==> src/rtl/opposite_number_pkg.sv <==
// Shared mode encodings, FSM state type and the invert-decision helper
// for the digit-serial opposite-number unit.
package opposite_number_pkg;

  localparam logic [1:0] MODE_PASS = 2'b00;
  localparam logic [1:0] MODE_NEG  = 2'b01;
  localparam logic [1:0] MODE_ABS  = 2'b10;
  localparam logic [1:0] MODE_NABS = 2'b11;

  typedef enum logic [1:0] {
    IDLE,
    BUSY,
    DONE
  } state_t;

  // Whether the operand must be two's-complement negated for this mode and sign.
  function automatic logic invert_flag(input logic [1:0] mode, input logic msb);
    return (mode == MODE_NEG) || ((mode == MODE_ABS) && msb) || ((mode == MODE_NABS) && !msb);
  endfunction

endpackage

==> src/rtl/opposite_number_digit.sv <==
// One DIGIT-bit slice of a conditional two's-complement negation:
// optionally inverts the digit and adds the incoming carry.
module opposite_number_digit #(
  parameter int DIGIT = 1
) (
  input  logic [DIGIT-1:0] d,
  input  logic             inv,
  input  logic             cin,
  output logic [DIGIT-1:0] r,
  output logic             cout
);

  assign {cout, r} = {1'b0, d ^ {DIGIT{inv}}} + {{DIGIT{1'b0}}, cin};

endmodule

==> src/rtl/opposite_number_serial.sv <==
// Digit-serial pass / negate / abs / neg-abs unit: consumes a WIDTH-bit signed
// operand LSB-first, DIGIT bits per cycle, with valid/ready on both sides.
module opposite_number_serial
  import opposite_number_pkg::*;
#(
  parameter int WIDTH = 8,
  parameter int DIGIT = 1
) (
  input  logic             clk,
  input  logic             rst,
  input  logic             in_valid,
  output logic             in_ready,
  input  logic [WIDTH-1:0] in_data,
  input  logic [1:0]       in_mode,
  output logic             out_valid,
  input  logic             out_ready,
  output logic [WIDTH-1:0] out_data,
  output logic             out_ovf,
  output logic             out_zero
);

  localparam int NDIG = WIDTH / DIGIT;
  localparam int CW   = $clog2(NDIG + 1);
  localparam logic [CW-1:0] LAST = CW'(NDIG - 1);

  state_t           state;
  logic [WIDTH-1:0] opnd;
  logic [WIDTH-1:0] res;
  logic [WIDTH-1:0] res_nx;
  logic [CW-1:0]    cnt;
  logic             inv;
  logic             carry;
  logic             opmsb;
  logic [DIGIT-1:0] r;
  logic             cout;
  logic             accept;
  logic             inv_in;

  assign in_ready = (state == IDLE) || ((state == DONE) && out_ready);
  assign accept   = in_valid && in_ready;
  assign inv_in   = invert_flag(in_mode, in_data[WIDTH-1]);

  opposite_number_digit #(
    .DIGIT(DIGIT)
  ) u_digit (
    .d   (opnd[DIGIT-1:0]),
    .inv (inv),
    .cin (carry),
    .r   (r),
    .cout(cout)
  );

  // Result digits enter from the MSB side so the LSB digit ends up at the bottom.
  always_comb begin
    res_nx = res >> DIGIT;
    res_nx[WIDTH-1 -: DIGIT] = r;
  end

  always_ff @(posedge clk) begin
    if (rst) begin
      state     <= IDLE;
      opnd      <= '0;
      res       <= '0;
      cnt       <= '0;
      inv       <= 1'b0;
      carry     <= 1'b0;
      opmsb     <= 1'b0;
      out_valid <= 1'b0;
      out_data  <= '0;
      out_ovf   <= 1'b0;
      out_zero  <= 1'b0;
    end else if (accept) begin
      opnd      <= in_data;
      opmsb     <= in_data[WIDTH-1];
      inv       <= inv_in;
      carry     <= inv_in;
      cnt       <= '0;
      state     <= BUSY;
      out_valid <= 1'b0;
    end else begin
      case (state)
        BUSY: begin
          opnd  <= opnd >> DIGIT;
          res   <= res_nx;
          carry <= cout;
          cnt   <= cnt + CW'(1);
          // Final carry is dropped; only a negated MIN keeps its sign bit set.
          if (cnt == LAST) begin
            state     <= DONE;
            out_valid <= 1'b1;
            out_data  <= res_nx;
            out_ovf   <= inv && opmsb && res_nx[WIDTH-1];
            out_zero  <= (res_nx == '0);
          end
        end
        DONE: begin
          if (out_ready) begin
            state     <= IDLE;
            out_valid <= 1'b0;
          end
        end
        default: begin
          state <= IDLE;
        end
      endcase
    end
  end

endmodule

==> config.mk <==
export PLATFORM = sky130hd
export DESIGN_NAME = opposite_number_serial
export DESIGN_NICKNAME = d
export VERILOG_FILES = /design/src/rtl/opposite_number_pkg.sv /design/src/rtl/opposite_number_digit.sv /design/src/rtl/opposite_number_serial.sv
export SDC_FILE = /design/constraint.sdc
export NUM_CORES = 1
export LEC_CHECK = 0
export CORE_ASPECT_RATIO = 1.5
export CORE_MARGIN = 3
export CORE_UTILIZATION = 35
export DETAILED_ROUTE_END_ITERATION = 8
export GPL_TIMING_DRIVEN = 0
export PLACE_DENSITY = 0.53
export REMOVE_ABC_BUFFERS = 1
export SKIP_CTS_REPAIR_TIMING = 1
export SYNTH_ARGS = -nofsm -noshare
export SYNTH_HDL_FRONTEND = slang
export SYNTH_SLANG_ARGS = --single-unit
==> constraint.sdc <==
create_clock -name clk -period 1.35 [get_ports clk]
set_input_delay 0.135 -clock clk [delete_from_list [all_inputs] [get_ports clk]]
set_output_delay 0.135 -clock clk [all_outputs]
set_load 0.02 [all_outputs]
After elaboration in Yosys (flattened, before gate mapping). Index checks and enable logic that the tools add are counted. W data, S select, Z words.

$add $sub $neg: 2. Mux-type cells: 11. Reduce and logical (&&, ||, !) cells: 20. Equal/unequal tests: 10. Bitwise gates (word level): 2.

Operators with widths (number): $mux W8 (2); $logic_not A8 Y1 (1); $eq A2 B2 Y1 const B (3); $logic_and A1 B1 Y1 (6); $ne A3 B3 Y1 const B (2); $reduce_and A2 Y1 (3); $reduce_and A3 Y1 (2); $mux W1 (5); $add A4 B1 Y4 const B (1); $eq A2 B1 Y1 const B (2); $eq A4 B3 Y1 const B (1); $mux W2 (2); $ne A2 B2 Y1 const B (2); $pmux W2 S2 (1); $reduce_bool A2 Y1 (2); $logic_or A1 B1 Y1 (3); $add A1 B1 Y2 (1); $logic_not A2 Y1 (1); $pmux W1 S2 (1); $reduce_or A2 Y1 (1); $logic_not A1 Y1 (1); $not A1 Y1 (1); $xor A1 B1 Y1 (1).

Logic and storage cells: 57. Register bits after elaboration: 36. Bits of input ports: 14.

Depth between registers and ports, before layout.
Depth in word-level cells: 6. Depth in mapped cells: 5. Gate-level depth less buffers: 5.

Cells and area by module. Synthesis repeated with hierarchy kept, for this count alone.

Cells, all modules: 173. Area, all modules: 1467.7 µm².

Modules (own cells, without submodules): opposite_number_serial (cells each 171, area an instance 1446.4 µm², times used 1); opposite_number_digit (cells each 2, area an instance 21.3 µm², times used 1).

Least setup slack after synthesis. No wires, ideal clock.

Kind: register to register. Start: reg state[0]. End: reg out_ovf. Path slack: 0.137 ns. Data arrival time: 1.142 ns. Buffers on the path: 2. Stages on the path, launching flop included: 6. Path through: dfxtp_1 nor2b_2 buf_6 and3_4 buf_12 mux2i_1.

Longest elaborated chain between the ends: 6. Elaborated cells between the ends (all ways): 8. Those cells by class: eq/ne: 2; bitwise: 1; reduce/logical: 5.

RTL lines: start: declaration (RTL line opposite_number_serial.sv:26) `state_t state;`; start signal: assignment (RTL line opposite_number_serial.sv:61) `state <= IDLE;`; start signal: assignment (RTL line opposite_number_serial.sv:78) `state <= BUSY;`; start signal: assignment (RTL line opposite_number_serial.sv:89) `state <= DONE;`; $eq A2 B2 Y1 (RTL line opposite_number_serial.sv:39) `assign in_ready = (state == IDLE) || ((state == DONE) && out_ready);`; $logic_and A1 B1 Y1 (RTL line opposite_number_serial.sv:39); $logic_or A1 B1 Y1 (RTL line opposite_number_serial.sv:39); $logic_and A1 B1 Y1 (RTL line opposite_number_serial.sv:40) `assign accept = in_valid && in_ready;`; $not A1 Y1 (no line); $reduce_and A3 Y1 (no line) (*); end signal: assignment (RTL line opposite_number_serial.sv:92) `out_ovf <= inv && opmsb && res_nx[WIDTH-1];`; end: declaration (RTL line opposite_number_serial.sv:18) `output logic out_ovf,`.

Mark *: on every way between the ends. The rest lies on a longest branch, timed or not. A chain may end at the register's enable or synchronous reset.

Final worst setup path.
Start: reg inv. End: reg out_zero.

Longest elaborated chain between the ends: 3.

RTL lines: start: declaration (RTL line opposite_number_serial.sv:31) `logic inv;`; start signal: assignment (RTL line opposite_number_serial.sv:75) `inv <= inv_in;`; $xor A1 B1 Y1 (RTL line opposite_number_digit.sv:13) `assign {cout, r} = {1'b0, d ^ {DIGIT{inv}}} + {{DIGIT{1'b0}}, cin};`; $add A1 B1 Y2 (RTL line opposite_number_digit.sv:13); named net r (RTL line opposite_number_serial.sv:34) `logic [DIGIT-1:0] r;`; $logic_not A8 Y1 (RTL line opposite_number_serial.sv:93) `out_zero <= (res_nx == '0);`; end signal: assignment (RTL line opposite_number_serial.sv:93); end: declaration (RTL line opposite_number_serial.sv:19) `output logic out_zero`.

The timed path passes the listed nets, and every way through them passes these cells.

==> impl_results.md <==
- Status: finished, final reports clean
- Total clock sinks: 35
- Gr usage total: 0.1406
- P_leak: 0.0008602 uW
- Vias in the first global route: 1246
- Clock-pin slew on the worst setup and hold paths: 70 ps
- Die area: 0.005183 sq mm
- Largest net degree at the start of global routing: 23
- Critical path launch point type: flip-flop
- Horiz. Die Dim: 59.79 um
- Mean Syn Cell Area: 8.883 sq um
- Fin Setup TNS: 0 ps
- Post-synth top area share: 0.4613
- Synthesis Warnings: 0
- Die Y: 86.68 um
- GP Congestion: 0.7396
- Max-slew violations: 0
- Core ar.: 0.004064 sq mm
- Fmax: 770.2 MHz
- Worst Path Required: 1570 ps
- Synth unique cells: 34
- Crit Path Category: flip-flop to flip-flop
- # diodes: 0
- I/O Buffers: 25
- CTS tree: built
- Drt drc: 0
- # setup viols final: 0
- Final hold viol count: 0
- Setup crit end kind: flip-flop
- CTS HTree Levels: 2
- Mapped Cells: 171
- Initial antenna violation count: 0
- Initial Util: 0.3738
- Largest area contributor in the netlist: dfxtp_1
- Crit path time final: 1298 ps
- Power density cells: 1096 mW/mm^2
- CTS Buffer Depth: 2
- Max VDD drop: 0.7276 mV
- Slew margin rel.: 0.6603
- Setup Skew: 7.208 ps
- WL final: 3.669 mm
- Ports: 26
- Critical Path AT: 1520 ps
- Total CTS buffers: 5
- Later-pin clock latency in the skew report: 290 ps
- Final nets: 216
- Sequential fraction of the synthesis area: 0.4613
- #FFs+latches synth: 35
- Setup ws final: 51.64 ps
- Reg2Reg Depth: 5
- Root Buffer: clkbuf_8
- Number of detailed-route iterations in the first pass: 4
- HPWL after DPL: 2.297 mm
- Post-route ant nets: 0
- Max-cap viol count: 0
- Area growth, synth to finish: 30.72%
- Hold crit path type: input port to flip-flop
- Worst-path fanout max: 3
- Fraction of layout cells with a size suffix above 1: 0.1791
- Worst slew pin tran: 509.6 ps
- Mapped Area: 0.001519 sq mm
- Period utilization: 0.9617
- First-iteration detailed-routing DRC count: 28
- Pre-CTS setup slack: -971.3 ps
- Avg WL per Cell: 14.91 um
- Row count: 28
- GRT overflow: 0
- First-pass GRT wire length: 5.492 mm
- Vias per cell: 5.419
- Via count: 1333
- Synth area leaders: dfxtp_1 46%, nand2_1 9.6%, a21oi_1 6.9%
- Total power: 2176 uW
- Hold depth: 2
cells in the mapped netlist:
library cell  count
and3_4            1
nand2b_1          3
o21ai_0           2
nand3b_1          2
o2111ai_1         1
nor4_1            1
mux2i_1          10
xnor2_1           1
a21o_1            1
a311oi_1          2
dfxtp_1          35
and2b_1           1
or3b_2            1
o311ai_1          1
clkbuf_1          4
nor2b_2           1
xor2_1            3
nor3_1            2
nor2_1            4
buf_12            1
buf_6             1
o21ai_1           1
inv_1             1
nand4_1           1
buf_2             4
a21oi_1          21
buf_4             3
ha_1              2
nand2_1          39
nor2b_1           2
a32oi_1           6
o211ai_1          7
or3_1             1
nand3_1           5
per-stage QoR:
stage / utilization / hold slack [ps] / cell area (sq um) / std cells
floorplan: - / 204.1 / 1430 / 158
global placement: 0.4273 / 441.5 / 1737 / 228
detailed placement: 0.4273 / 446.0 / 1737 / 228
CTS: 0.4520 / 464.0 / 1837 / 236
global route: 0.4886 / 409.7 / 1986 / 246
finish: 0.4886 / 368.2 / 1986 / 246
state kept, by name (all words and copies together) (netlist names):
signal and flops:
carry 1, cnt 4, inv 1, opmsb 1, opnd 8, out_data 8
out_ovf 1, out_valid 1, out_zero 1, res 7, state 2
worst max-delay path, stage by stage, from the launching register on:
cell,delay (ps)
dfxtp_2,330
xor2_1,160
ha_1,320
nor3_1,190
nand3_1,100
mux2i_1,130
cell families (layout without fill, tap and decap cells):
| group | Yosys count | in the layout | share of synthesized area |
|---|---|---|---|
| XOR/XNOR | 4 | 4 | 0.02307 |
| buffers and inverters | 14 | 43 | 0.06095 |
| multiplexers | 10 | 10 | 0.06590 |
| flip-flops | 35 | 35 | 0.4613 |
| AND/OR/NAND/NOR | 64 | 65 | 0.1960 |
| AO/OA/AOI/OAI | 42 | 42 | 0.1763 |
| adder cells (fa/ha/maj) | 2 | 2 | 0.01647 |
per-layer routing:
| layer | up-vias | track usage | part of all wire |
|---|---|---|---|
| met5 | - | 0 | 0 |
| met4 | 0 | 0.06653 | 0.017 |
| met3 | 5 | 0.04471 | 0.052 |
| met2 | 29 | 0.2352 | 0.52 |
| met1 | 638 | 0.1570 | 0.41 |
| li1 | 661 | - | - |
report_power, final:
part           switching, uW  internal (uW)
sequential              28.7           1070
combinational            132            118
clock                    365            465
worst paths after layout:
| check | from | to | slack, ps |
|---|---|---|---|
| min reg2reg | out_data[4] | out_data[4] | 460 |
| max reg2reg | inv | out_zero | 50 |
| max | inv | out_zero | 50 |
| min | rst | res[1] | 370 |
final cells by class:
class | instances | area, sq um
fill | 414 | 2078
timing repair buffer | 33 | 330.3
clock buffer | 8 | 100.1
multi-input combinational | 123 | 775.7
tap | 45 | 56.30
inverter | 1 | 7.507
timing repair inverter | 1 | 7.507
sequential | 35 | 708.2
cells in the final DEF (no fill, tap or decap), types with 5 or more instances in the layout:
cell / n
clkdlybuf4s50_1: 12
o211ai_1: 7
nand3_1: 5
buf_4: 9
nand2_1: 39
a32oi_1: 6
a21oi_1: 21
dfxtp_1: 31
dlymetal6s2s_1: 11
mux2i_1: 10
clkbuf_8: 7
No activity file was read; power rests on OpenSTA's default activity.
